==> src/rtl/event_coord_writer_if.sv <==
// Coordinate handshake and event-FIFO write bus for event_coord_writer.
// master: coordinate producer / FIFO side; slave: the writer block.
interface event_coord_writer_if #(
    parameter int COORD_BITS = 8
);
    logic                    in_valid;
    logic                    in_ready;
    logic [COORD_BITS-1:0]   in_x;
    logic [COORD_BITS-1:0]   in_y;
    logic                    fifo_full;
    logic                    fifo_wr_en;
    logic [2*COORD_BITS-1:0] fifo_wr_data;

    modport master (
        output in_valid, in_x, in_y, fifo_full,
        input  in_ready, fifo_wr_en, fifo_wr_data
    );

    modport slave (
        input  in_valid, in_x, in_y, fifo_full,
        output in_ready, fifo_wr_en, fifo_wr_data
    );
endinterface

==> src/rtl/event_coord_writer.sv <==
// Event coordinate writer: accepts (x,y) spikes, bounds-checks them, packs
// valid ones as {x,y} into the event FIFO and emits an EOF marker on request.
//
// state     | meaning
// ----------+-----------------------------------------------------------
// IDLE      | ready for a coordinate, or launching a pending EOF marker
// VALIDATE  | latched coordinate being compared against image bounds
// WRITE     | valid coordinate waiting for FIFO space, then written
// EOF_WRITE | EOF marker waiting for FIFO space, then written
module event_coord_writer #(
    parameter int                          IMG_WIDTH  = 32,
    parameter int                          IMG_HEIGHT = 32,
    parameter int                          COORD_BITS = 8,
    parameter int                          CNT_BITS   = 16,
    parameter logic [2*COORD_BITS-1:0]     EOF_MARKER = '1
) (
    input  logic                  clk,
    input  logic                  rst_n,
    event_coord_writer_if.slave   bus,
    input  logic                  frame_done,
    output logic [CNT_BITS-1:0]   event_count,
    output logic [CNT_BITS-1:0]   drop_count,
    output logic                  busy
);

    typedef enum logic [1:0] {
        IDLE      = 2'd0,
        VALIDATE  = 2'd1,
        WRITE     = 2'd2,
        EOF_WRITE = 2'd3
    } state_t;

    localparam logic [31:0] X_LIM = 32'(IMG_WIDTH);
    localparam logic [31:0] Y_LIM = 32'(IMG_HEIGHT);

    state_t                state;
    logic [COORD_BITS-1:0] lat_x;
    logic [COORD_BITS-1:0] lat_y;
    logic                  eof_pending;
    logic                  transfer;

    // Ready only when idle with no marker queued; held low through reset.
    always_comb begin
        bus.in_ready = rst_n && (state == IDLE) && !eof_pending;
        transfer     = bus.in_valid && bus.in_ready;
        busy         = (state != IDLE) || eof_pending;
    end

    // Sequencing FSM with registered FIFO strobe/data and status counters.
    always_ff @(posedge clk or negedge rst_n) begin
        if (!rst_n) begin
            state            <= IDLE;
            lat_x            <= '0;
            lat_y            <= '0;
            eof_pending      <= 1'b0;
            bus.fifo_wr_en   <= 1'b0;
            bus.fifo_wr_data <= '0;
            event_count      <= '0;
            drop_count       <= '0;
        end else begin
            bus.fifo_wr_en <= 1'b0;
            case (state)
                IDLE: begin
                    if (eof_pending) begin
                        state <= EOF_WRITE;
                    end else if (transfer) begin
                        lat_x <= bus.in_x;
                        lat_y <= bus.in_y;
                        state <= VALIDATE;
                    end
                end
                VALIDATE: begin
                    if ((32'(lat_x) < X_LIM) && (32'(lat_y) < Y_LIM)) begin
                        state <= WRITE;
                    end else begin
                        if (drop_count != '1) drop_count <= drop_count + 1'b1;
                        state <= IDLE;
                    end
                end
                WRITE: begin
                    if (!bus.fifo_full) begin
                        bus.fifo_wr_en   <= 1'b1;
                        bus.fifo_wr_data <= {lat_x, lat_y};
                        if (event_count != '1) event_count <= event_count + 1'b1;
                        state <= IDLE;
                    end
                end
                EOF_WRITE: begin
                    if (!bus.fifo_full) begin
                        bus.fifo_wr_en   <= 1'b1;
                        bus.fifo_wr_data <= EOF_MARKER;
                        eof_pending      <= 1'b0;
                        state            <= IDLE;
                    end
                end
                default: state <= IDLE;
            endcase
            // A new request always wins over the clear, so none is lost.
            if (frame_done) eof_pending <= 1'b1;
        end
    end

endmodule

==> src/flat_wrapper.sv <==
// flat-port wrapper written by rule: the top's interface ports become plain ports
module event_coord_writer_flat 
#(
    parameter int                          IMG_WIDTH  = 32,
    parameter int                          IMG_HEIGHT = 32,
    parameter int                          COORD_BITS = 8,
    parameter int                          CNT_BITS   = 16,
    parameter logic [2*COORD_BITS-1:0]     EOF_MARKER = '1
)
  (clk, rst_n, frame_done, event_count, drop_count, busy, bus_in_valid, bus_in_x, bus_in_y, bus_fifo_full, bus_in_ready, bus_fifo_wr_en, bus_fifo_wr_data);
  event_coord_writer_if #(.COORD_BITS(COORD_BITS)) bus_i ();
  input  logic clk;
  input  logic rst_n;
  input  logic frame_done;
  output logic [CNT_BITS-1:0] event_count;
  output logic [CNT_BITS-1:0] drop_count;
  output logic busy;
  input wire logic [$bits(bus_i.in_valid)-1:0] bus_in_valid;
  input wire logic [$bits(bus_i.in_x)-1:0] bus_in_x;
  input wire logic [$bits(bus_i.in_y)-1:0] bus_in_y;
  input wire logic [$bits(bus_i.fifo_full)-1:0] bus_fifo_full;
  output wire logic [$bits(bus_i.in_ready)-1:0] bus_in_ready;
  output wire logic [$bits(bus_i.fifo_wr_en)-1:0] bus_fifo_wr_en;
  output wire logic [$bits(bus_i.fifo_wr_data)-1:0] bus_fifo_wr_data;
  assign bus_i.in_valid = bus_in_valid;
  assign bus_i.in_x = bus_in_x;
  assign bus_i.in_y = bus_in_y;
  assign bus_i.fifo_full = bus_fifo_full;
  assign bus_in_ready = bus_i.in_ready;
  assign bus_fifo_wr_en = bus_i.fifo_wr_en;
  assign bus_fifo_wr_data = bus_i.fifo_wr_data;
  event_coord_writer #(.IMG_WIDTH(IMG_WIDTH), .IMG_HEIGHT(IMG_HEIGHT), .COORD_BITS(COORD_BITS), .CNT_BITS(CNT_BITS), .EOF_MARKER(EOF_MARKER)) u_core (.clk(clk), .rst_n(rst_n), .bus(bus_i), .frame_done(frame_done), .event_count(event_count), .drop_count(drop_count), .busy(busy));
endmodule
==> config.mk <==
export PLATFORM = sky130hd
export DESIGN_NAME = event_coord_writer_flat
export DESIGN_NICKNAME = d
export VERILOG_FILES = /design/src/rtl/event_coord_writer_if.sv /design/src/rtl/event_coord_writer.sv /design/src/flat_wrapper.sv
export SDC_FILE = /design/constraint.sdc
export NUM_CORES = 1
export LEC_CHECK = 0
export CAP_MARGIN = 30
export CORE_ASPECT_RATIO = 1.75
export CORE_MARGIN = 2
export CORE_UTILIZATION = 48
export CTS_CLUSTER_SIZE = 24
export DETAILED_ROUTE_END_ITERATION = 12
export GPL_ROUTABILITY_DRIVEN = 0
export PLACE_DENSITY = 0.87
export SLEW_MARGIN = 25
export SYNTH_ARGS = -nofsm -noshare
export SYNTH_HDL_FRONTEND = slang
export SYNTH_SLANG_ARGS = --single-unit
==> constraint.sdc <==
create_clock -name clk -period 2.1 [get_ports clk]
set_clock_uncertainty 0.2 [all_clocks]
set_input_delay 0.42 -clock clk [delete_from_list [all_inputs] [get_ports clk]]
set_output_delay 0.42 -clock clk [all_outputs]
set_load 0.02 [all_outputs]
==> summary.md <==
| Metric | Value |
|---|---|
| Outcome | complete, no violations |
| Remaining global-route overflow | 0 |
| Total core area | 5790 sq um |
| Worst-path clk slew | 0.07 ns |
| Initial Util | 0.490 |
| Pre-antenna DRT Iters | 6 |
| Mapped Cells | approximately 230 |
| Worst path depth | 1 |
| Tmin final | 2.03 ns |
| DIE AREA | around 6600 sq um |
| Worst Setup Start Kind | flip-flop |
| Clk_lat worst skew | ~0.34 ns |
| Setup TNS | 0 ns |
| DRT antenna net count | 0 |
| Clock sink count | 68 |
| Hold Path Class | input pin to asynchronous set/reset pin |
| WHS | 0.0847 ns |
| Commonest cells after routing, fill and taps aside | dfrtp_1 (68), clkdlybuf4s50_1 (65), mux2_2 (18), nor2_1 (17), o22a_1 (16) |
| WL per Instance | about 15 microns |
| CTS Buffer Depth | 2 |
| Nets | roughly 350 |
| CTS root buf | clkbuf_8 |
| Initial antenna violation count | 0 |
| HPWL after DPL | around 4.3 mm |
| Layout cells sized above 1 | 0.168 |
| Maxcap violations | 0 |
| Worst-path cell chain | clkdlybuf4s50_1 |
| Static leakage | 1.76 nW |
| Pwr dens | 1220 nW/um^2 |
| Fmax | around 490 MHz |
| Synth unique cells | 36 |
| Worst-case vdd ir drop | 0.821 mV |
| Max H-tree Level | 3 |
| IO Pins | 72 |
| CP arrival | ~1.4 ns |
| Max Slew Vio Count | 0 |
| Syn_area_per_cell | 12.3 sq um |
| 1st-iter DRT viols | ~120 |
| Die Ht | 106 microns |
| Vias in the first global route | between 2000 and 2500 |
| Ys Warns | 0 |
| Largest net degree at the start of global routing | just under 70 |
| RSZ-0062 raised after global routing | no |
| Crit-path max FO | 5 |
| Buffers & Inverters on Critical Path | 1 |
| Die Wd | between 60 and 70 microns |
| Routed vias | between 2000 and 2500 |
| CP max stage delay | 0.64 ns |
| Critical path's top delay family | buffers and inverters |
| Hold Vio Cnt, Final | 0 |
| First-pass GRT wire length | roughly 10 mm |
| ANT cells | 0 |
| Syn Std Cell Area | 2840 sq um |
| IO buf count | 71 |
| Global Route Usage Sum | 0.199 |
| Syn Nets | ~250 |
| Routed WL | between 6 and 7 mm |
| Final setup violation count | 0 |
| Worst Reg-to-Reg Cells | 6 |
| Least-Margin Pin Slew | approximately 0.83 ns |
| Critical path required time | ~1.5 ns |
| # rows | 37 |
| Worst rel slew slack | 0.445 |
| CP Class | flip-flop to output pin |
| Register bit total from synthesis | 68 |
| # DRC | 0 |
| TritonCTS clock tree | built |
| R2r startpoint | u_core.lat_x[5] |
| CP endpoint kind | output pin |
| Most common library cell in the layout ignoring fill and taps | dfrtp_1 |
| Share of the yosys chip area belonging to registers | 0.600 |
| Routed vias/inst | about 5.2 |
| Area delta synth->final | 38.4% |
| CTS Buf Count | 9 |
| Worst Setup SP | u_core.event_count[2] |
| Critical path's slowest cell | clkdlybuf4s50_1 |
| Fin crit share | 0.968 |
==> through the flow <==
stage          instance area, sq um  utilization  setup slack (ns)  total power, mW  instances
2_1_floorplan                  2840            -             0.160             2.94        231
3_3_place_gp                   3720        0.643           -0.0993             3.74        389
3_5_place_dp                   3720        0.643            -0.193             3.81        389
4_1_cts                        3910        0.676            0.0119             4.84        405
5_1_grt                        3930        0.679           0.00198             5.07        406
6_report                       3930        0.679            0.0676             4.80        406
==> routing by layer <==
layer | part of all wire | track usage | vias to the layer above
li1 | - | - | 1003
met1 | 0.40 | 0.227 | 1069
met2 | 0.55 | 0.343 | 47
met3 | 0.034 | 0.0544 | 7
met4 | 0.021 | 0.0937 | 0
met5 | 0 | 0 | -
==> repair_timing <==
action / in CTS / in global routing
setup endpoints to repair: 3 / 5
gates resized for setup: 4 / 5
hold buffers: 0 / 0
buffers inserted: 0 / 1
pin swaps: 0 / 1
==> worst paths after layout <==
path	slack [ns]	end
worst max-delay path	0.07	event_count[2]
worst min-delay path	0.08	u_core.drop_count[5]
worst max register to register	0.09	u_core.drop_count[11]
worst min register to register	0.28	u_core.bus.fifo_wr_data[12]
max in group asynchronous	1.04	u_core.state[0]
min in group clk	0.28	u_core.bus.fifo_wr_data[12]
==> synth_stat cells (all sizes together) <==
master / count / area, sq um
inv: 6 / 22.5
mux2: 18 / 203
and3: 2 / 12.5
nor4: 2 / 12.5
nand2: 16 / 62.6
o21ai: 1 / 5.00
or3: 1 / 6.26
a21o: 1 / 7.51
nor3b: 2 / 15.0
a2111oi: 1 / 8.76
o31ai: 1 / 7.51
dfrtp: 68 / 1700
nand3: 11 / 55.1
nand4b: 1 / 8.76
xnor2: 15 / 131
nand4: 10 / 62.6
buf: 3 / 20.0
ha: 2 / 25.0
a21oi: 4 / 20.0
xor2: 13 / 114
and4: 1 / 8.76
a31o: 1 / 8.76
clkbuf: 2 / 7.51
nor2b: 1 / 6.26
o22a: 16 / 140
a211o: 1 / 8.76
nor3: 11 / 71.3
o31a: 1 / 8.76
nor2: 17 / 63.8
and2: 2 / 12.5
==> where the power goes <==
group / leakage, nW / internal, mW / switching [mW] / total [mW]
logic: 0.800 / 0.942 / 0.815 / 1.76
registers: 0.870 / 1.73 / 0.299 / 2.03
clock network: 0.0931 / 0.543 / 0.470 / 1.01
==> flip-flops by register name, summed over array words and instances (netlist names) <==
register,count
u_core.bus.fifo_wr_data,16
u_core.drop_count,16
u_core.event_count,16
u_core.lat_x,8
u_core.lat_y,8
u_core.state,2
u_core.bus.fifo_wr_en,1
u_core.eof_pending,1
==> cell type report <==
cell class | count | area (sq um)
fill | 444 | 1860
sequential | 68 | 1700
multi-input combinational | 152 | 1100
timing repair buffer | 86 | 826
clock buffer | 11 | 131
tap | 78 | 97.6
clock inverter | 5 | 52.6
inverter | 6 | 22.5
==> logic make-up after synthesis <==
group           Yosys count  share of synthesized area
compound gates           27                     0.0758
buf+inv                  11                     0.0176
flops                    68                      0.600
fa+ha+maj                 2                    0.00882
xor+xnor                 28                     0.0864
mux                      18                     0.0714
simple gates             77                      0.140
Note: power is estimated with default switching activity, not from simulation.
